File: src/rtl/spi_pkg.sv
// rtl/spi_pkg.sv - shared widths and half-period helper for the SPI clock generator
package spi_pkg;

    localparam int DIV_W = 3;
    localparam int CNT_W = 7;

    // Half-period in clk cycles; one bit wider than the counter so 128 fits.
    function automatic logic [CNT_W:0] half_period(input logic [DIV_W-1:0] div);
        return (CNT_W + 1)'(1) << div;
    endfunction

endpackage

File: src/rtl/spi_sclk_gen_if.sv
// rtl/spi_sclk_gen_if.sv - control inputs and SCLK/strobe outputs of the clock generator
interface spi_sclk_gen_if;
    import spi_pkg::*;

    logic [DIV_W-1:0] divider;
    logic             cpol;
    logic             cs;
    logic             sclk;
    logic             sclk_pe;
    logic             sclk_ne;

    modport master (
        output divider,
        output cpol,
        output cs,
        input  sclk,
        input  sclk_pe,
        input  sclk_ne
    );

    modport slave (
        input  divider,
        input  cpol,
        input  cs,
        output sclk,
        output sclk_pe,
        output sclk_ne
    );

endinterface

File: src/rtl/edge_detect.sv
// rtl/edge_detect.sv - registered-history edge detector with enable-gated strobes
module edge_detect (
    input  logic clk,
    input  logic rst,
    input  logic sig,
    input  logic en,
    output logic pe,
    output logic ne
);

    logic sig_d;

    always_ff @(posedge clk) begin
        if (rst) begin
            sig_d <= 1'b0;
        end else begin
            sig_d <= sig;
        end
    end

    // Gating with en suppresses strobes caused by idle-level restores.
    assign pe = sig & ~sig_d & en;
    assign ne = ~sig & sig_d & en;

endmodule

File: src/rtl/spi_sclk_gen.sv
// rtl/spi_sclk_gen.sv - power-of-two SCLK divider with CPOL idle level and edge strobes
module spi_sclk_gen
    import spi_pkg::*;
(
    input  logic           clk,
    input  logic           rst,
    spi_sclk_gen_if.slave  bus
);

    logic [CNT_W-1:0] cnt;
    logic             sclk_q;
    logic             cs_n;
    logic             at_half;

    // Widened compare: a cnt above the new limit simply counts on and wraps.
    assign at_half = ({1'b0, cnt} == (half_period(bus.divider) - {{CNT_W{1'b0}}, 1'b1}));
    assign cs_n    = ~bus.cs;

    always_ff @(posedge clk) begin
        if (rst) begin
            cnt    <= '0;
            sclk_q <= 1'b0;
        end else if (bus.cs) begin
            cnt    <= '0;
            sclk_q <= bus.cpol;
        end else if (at_half) begin
            cnt    <= '0;
            sclk_q <= ~sclk_q;
        end else begin
            cnt    <= cnt + CNT_W'(1);
        end
    end

    assign bus.sclk = sclk_q;

    edge_detect u_edge_detect (
        .clk (clk),
        .rst (rst),
        .sig (sclk_q),
        .en  (cs_n),
        .pe  (bus.sclk_pe),
        .ne  (bus.sclk_ne)
    );

endmodule

File: src/flat_wrapper.sv
// flat-port wrapper written by rule: the top's interface ports become plain ports
module spi_sclk_gen_flat import spi_pkg::*;
  (clk, rst, bus_divider, bus_cpol, bus_cs, bus_sclk, bus_sclk_pe, bus_sclk_ne);
  spi_sclk_gen_if bus_i ();
  input  logic clk;
  input  logic rst;
  input wire logic [$bits(bus_i.divider)-1:0] bus_divider;
  input wire logic [$bits(bus_i.cpol)-1:0] bus_cpol;
  input wire logic [$bits(bus_i.cs)-1:0] bus_cs;
  output wire logic [$bits(bus_i.sclk)-1:0] bus_sclk;
  output wire logic [$bits(bus_i.sclk_pe)-1:0] bus_sclk_pe;
  output wire logic [$bits(bus_i.sclk_ne)-1:0] bus_sclk_ne;
  assign bus_i.divider = bus_divider;
  assign bus_i.cpol = bus_cpol;
  assign bus_i.cs = bus_cs;
  assign bus_sclk = bus_i.sclk;
  assign bus_sclk_pe = bus_i.sclk_pe;
  assign bus_sclk_ne = bus_i.sclk_ne;
  spi_sclk_gen u_core (.clk(clk), .rst(rst), .bus(bus_i));
endmodule
File: config.mk
export PLATFORM = sky130hd
export DESIGN_NAME = spi_sclk_gen_flat
export DESIGN_NICKNAME = d
export VERILOG_FILES = /design/src/rtl/spi_pkg.sv /design/src/rtl/spi_sclk_gen_if.sv /design/src/rtl/edge_detect.sv /design/src/rtl/spi_sclk_gen.sv /design/src/flat_wrapper.sv
export SDC_FILE = /design/constraint.sdc
export NUM_CORES = 1
export LEC_CHECK = 0
export ABC_AREA = 0
export BUFFER_PORTS_ARGS = -buffer_cell sky130_fd_sc_hd__buf_2
export CORE_MARGIN = 3
export CORE_UTILIZATION = 31
export DETAILED_ROUTE_END_ITERATION = 16
export GPL_TIMING_DRIVEN = 0
export PLACE_DENSITY = 0.46
export RECOVER_POWER = 50
export SETUP_SLACK_MARGIN = 0.02
export SYNTH_ARGS = -nofsm -noshare
export SYNTH_HDL_FRONTEND = slang
export SYNTH_SLANG_ARGS = --single-unit
File: constraint.sdc
create_clock -name clk -period 1.6 [get_ports clk]
set_clock_uncertainty 0.05 [all_clocks]
set_input_delay 0.24 -clock clk [delete_from_list [all_inputs] [get_ports clk]]
set_output_delay 0.24 -clock clk [all_outputs]
set_load 0.03 [all_outputs]
=== After elaboration in Yosys (flattened, before gate mapping) ===
Cells that the tools add are included.

* Bits in writable memories: 0
* Input bits: 7
* Word-level logic and storage cells: 18
* Memories kept: 0
* Memory bits (read-only): 0
* Bits in registers: 9
* Output and inout bits: 3
* Bits in latches: 0

* Order comparisons: 0
* Eq/ne operators: 1
* $mul: 0
* Shift operators: 1
* Muxes and demuxes: 2
* Div/mod/pow operators: 0
* Reductions and logical operators: 2
* Bitwise logic cells: 7
* Add/subtract/negate cells: 2

{| class="wikitable"
|+ Operators by type and width
! cell !! number
|-
| 7-bit by 8-bit equality test with 1-bit output || 1
|-
| 1-bit by 3-bit << shifter with 8-bit output, first input constant || 1
|-
| 8-bit by 1-bit subtractor with 8-bit output, second input constant || 1
|-
| 7-bit by 1-bit adder with 7-bit output, second input constant || 1
|-
| 1-bit AND || 4
|-
| 1-bit NOT || 3
|-
| 3-bit OR reduction || 1
|-
| 1-bit 2-to-1 mux || 2
|-
| 2-bit nonzero test || 1
|}

=== Logic depth before layout (Yosys ltp) ===
* Depth in word-level cells: 5
* Gate-level depth with buffers: 6
* Depth with buffers taken out: 5

=== Modules after synthesis ===
From an unflattened synthesis, not the netlist that was laid out.

* Cell total of the unflattened synthesis: 60
* Area total of the unflattened synthesis: 554.3 um^2

{| class="wikitable"
|+ By module, submodules not included
! module !! times used !! cells an instance !! area each (um^2)
|-
| spi_sclk_gen || 1 || 56 || 509.2
|-
| edge_detect || 1 || 4 || 45.0
|}

=== Worst setup path before layout ===
Ideal clock, no wire load.

* Path kind: register to output
* Start: register u_core.sclk_q, in the netlist u_core.bus.sclk
* End: output bus_sclk_pe
* Arrival: 1318 ps
* Cell stages (with the launch flop): 2
* Path slack: -8 ps
* Cells stage by stage: dfxtp_1 > nor3b_1

* Longest elaborated chain between the ends: 2

{| class="wikitable"
|+ RTL lines
! element !! RTL line !! RTL
|-
| start, declared || spi_sclk_gen.sv:11 || <nowiki>logic sclk_q;</nowiki>
|-
| start signal, assigned || spi_sclk_gen.sv:25 || <nowiki>sclk_q <= bus.cpol;</nowiki>
|-
| start signal, assigned || spi_sclk_gen.sv:28 || <nowiki>sclk_q <= ~sclk_q;</nowiki>
|-
| 1-bit AND (2 in series) || edge_detect.sv:22 || <nowiki>assign pe = sig & ~sig_d & en;</nowiki>
|-
| end, declared || flat_wrapper.sv:11 || <nowiki>output wire logic [$bits(bus_i.sclk_pe)-1:0] bus_sclk_pe;</nowiki>
|}

Every way passes these cells.

=== Worst setup path in the final report ===
* Start: register u_core.cnt[3]
* End: register u_core.sclk_q, in the netlist u_core.bus.sclk

* Longest elaborated chain between the ends: 2

{| class="wikitable"
|+ RTL lines
! element !! RTL line !! RTL
|-
| start, declared || spi_sclk_gen.sv:10 || <nowiki>logic [CNT_W-1:0] cnt;</nowiki>
|-
| start signal, assigned || spi_sclk_gen.sv:30 || <nowiki>cnt <= cnt + CNT_W'(1);</nowiki>
|-
| 7-bit by 8-bit equality test with 1-bit output || spi_sclk_gen.sv:16 || <nowiki>assign at_half = ({1'b0, cnt} == (half_period(bus.divider) - {{CNT_W{1'b0}}, 1'b1}));</nowiki>
|-
| 2-bit nonzero test (no source line) || -- ||
|}

Every way passes these cells.
A chain may end at the register's enable or synchronous reset.

==> impl_metrics.toml <==
[route]
drtIter0Drc = 6
postRouteAntennaNets = 0
vias_per_cell = 4.720
vias = 472
drc = 0
avgRoutedWirePerCell_microns = 10.76
drt_wl_total_microns = 1076
dr.pass1.iters = 4

[synth]
synthFlopType = "dfxtp_1"
yosysUniqueCellTypes = 32
async_flop_share = 0
yosysTopAreaCell = "dfxtp_1"
ys_ff_latch = 9
yosys_warnings = 0
avgSynthCellArea_sq_um = 8.798
synth_area_leaders = "dfxtp_1 (32%), nor2_1 (7.3%), xnor2_1 (4.7%)"
synth_top_area_share = 0.3200
synth_cells = 64
syn_nets = 72
syn_area_sq_um = 563.0
yosysSeqAreaShare = 0.3200
synth_edf_count = 0

[place]
dp_hpwl_microns = 797.8
numPortBuffers = 7
place_congestion = 0.7575

[global_route]
grt_pass1_vias = 408
track_usage = 0.09557
grt_first_pass_wirelength_microns = 1814
grt-ovfl-total = 0
grt_max_degree = 10
antenna_found_initial = 0

[clock_tree]
cts.root.buffer_cell = "clkbuf_4"
hold_buffers = 0
clk_pin_slew_ns = 0.06
numClockSinks = 9
clock_path_buffers = 2
htreeDepth = 1
clk_latency_ns = 0.25
cts_tree = "done"
numCtsBuffers = 3

[layout]
finish.utilization = 0.4262
mostFrequentLayoutCell = "nor2_1"
fin_nets = 85
layout_common_cells = "nor2_1 (11), dfxtp_1 (8), nand3_1 (5)"
area_delta_synth_final_pct = 22.00
drive_above_1_share = 0.3026
fillers = 176
num_antenna_cells = 0

[job]
max-cap-violations = 0

[power]
power.leakage_nw = 0.2674
vdd_ir_drop_max_v = 0.0005527
p_per_area_nw_per_um2 = 704.1

[run_status]
status = "complete, no violations"

[die]
io_pins = 10
core_area_sq_um = 1612
die_h_microns = 48.62
num_rows = 14
dieArea_sq_um = 2363
die_w_microns = 48.62
initial_core_util = 0.3494

[min_path]
hold_class = "in -> reg"
whs_path_depth = 2

[setup_path]
start_kind = "register"
cp_slowest_cell = "dfxtp_2"
slowest_delay_ns = 0.36
path_max_fanout = 7
worstPathArrival_ns = 1.55
reg2regPathDepth = 5
r2r_setup_slack_ns = 0.13
worst_setup_path_end_kind = "register"
critical_path_required_ns = 1.67
path_cells = "and3b_2 -> o211a_1 -> o22ai_4 -> mux2i_2 -> a211oi_2"
path_class = "reg -> reg"

[timing]
finalSetupViolCount = 0
rsz0062_at_grt = "false"
min_period_over_period = 0.9218
final_max_slew_viol_count = 0
tightest_slew_ns = 0.4081
fmax_mhz = 678.0
hold_viol = 0
hold-worst-slack_ns = 0.1341
min_period_ns = 1.475
slew_headroom = 0.7271
-- through the flow --
step                setup TNS, ns  instances  worst slack (ns)  power [mW]  cell area, sq um
global placement          -0.3446         95          -0.05581      0.3149             633.1
detailed placement        -0.4038         95          -0.06584      0.3140             633.1
finish                          0        100            0.1251      0.4836             686.9
CTS                             0        101           0.03803      0.4889             674.4
floorplan                       0         64            0.1850      0.2935             568.0
global route                    0        100           0.02534      0.5141             686.9
-- area by class of cell --
| cell class | count | area, sq um | share of cell area |
|---|---|---|---|
| buffer | 2 | 22.52 | 0.03279 |
| timing repair buffer | 9 | 47.55 | 0.06922 |
| tap | 24 | 30.03 | 0.04372 |
| multi-input combinational | 49 | 367.9 | 0.5355 |
| clock buffer | 4 | 26.28 | 0.03825 |
| inverter | 3 | 11.26 | 0.01639 |
| sequential | 9 | 181.4 | 0.2641 |
-- flip-flops by register name, indices dropped and copies added (netlist names) --
name / cells
u_core.bus.sclk: 1
u_core.u_edge_detect.sig_d: 1
u_core.cnt: 7
-- layer usage --
metal | wire length, microns | GRT usage | vias up
li1 | - | - | 252
met3 | 41 | 0.02761 | 2
met4 | 4 | 0.04265 | 0
met5 | 0 | 0 | -
met2 | 441 | 0.1244 | 4
met1 | 589 | 0.1413 | 214
-- cell usage after synthesis (all sizes together) (2+ instances only) --
| library cell | number |
|---|---|
| buf | 2 |
| nor4b | 2 |
| nor3b | 2 |
| nor3 | 2 |
| nand3 | 5 |
| xnor2 | 3 |
| inv | 3 |
| xor2 | 3 |
| nand2 | 2 |
| dfxtp | 9 |
| nor2 | 11 |
-- cells by family after synthesis --
| family | Yosys count | share of synthesized area |
|---|---|---|
| AOI/OAI and AO/OA | 10 | 0.1600 |
| xor gates and xnor gates | 6 | 0.09335 |
| adders and majority gates | 1 | 0.02222 |
| buffers and inverters | 6 | 0.06666 |
| DFF | 9 | 0.3200 |
| muxes | 1 | 0.01778 |
| and+or+nand+nor | 31 | 0.3200 |
-- where the power goes --
| group | total (mW) | leakage (nW) | switching (mW) | internal, mW |
|---|---|---|---|---|
| sequential | 0.238 | 0.0736 | 0.00800 | 0.230 |
| clock | 0.167 | 0.0150 | 0.0709 | 0.0956 |
| combinational | 0.0793 | 0.179 | 0.0415 | 0.0379 |
-- worst max-delay path: cells and delay by family (launching register included) --
kind,cells,cell delay [ns]
compound gates,3,0.46
flops,1,0.36
mux,1,0.26
simple gates,1,0.21
-- repair_timing --
action	in CTS	in global routing
gates resized for setup	0	5
endpoints found under the setup margin	7	8
setup buffers	2	0
pin swaps	1	1
-- worst paths after layout --
path	start	to
worst min register to register	u_core.cnt[0]$_SDFF_PP0_	u_core.cnt[0]$_SDFF_PP0_
worst max register to register	u_core.cnt[3]$_SDFF_PP0_	u_core.bus.sclk$_SDFFE_PP0P_
worst max-delay path	u_core.cnt[3]$_SDFF_PP0_	u_core.bus.sclk$_SDFFE_PP0P_
worst min-delay path	rst	u_core.u_edge_detect.sig_d$_SDFF_PP0_
Power figures use the tool's default switching activity.
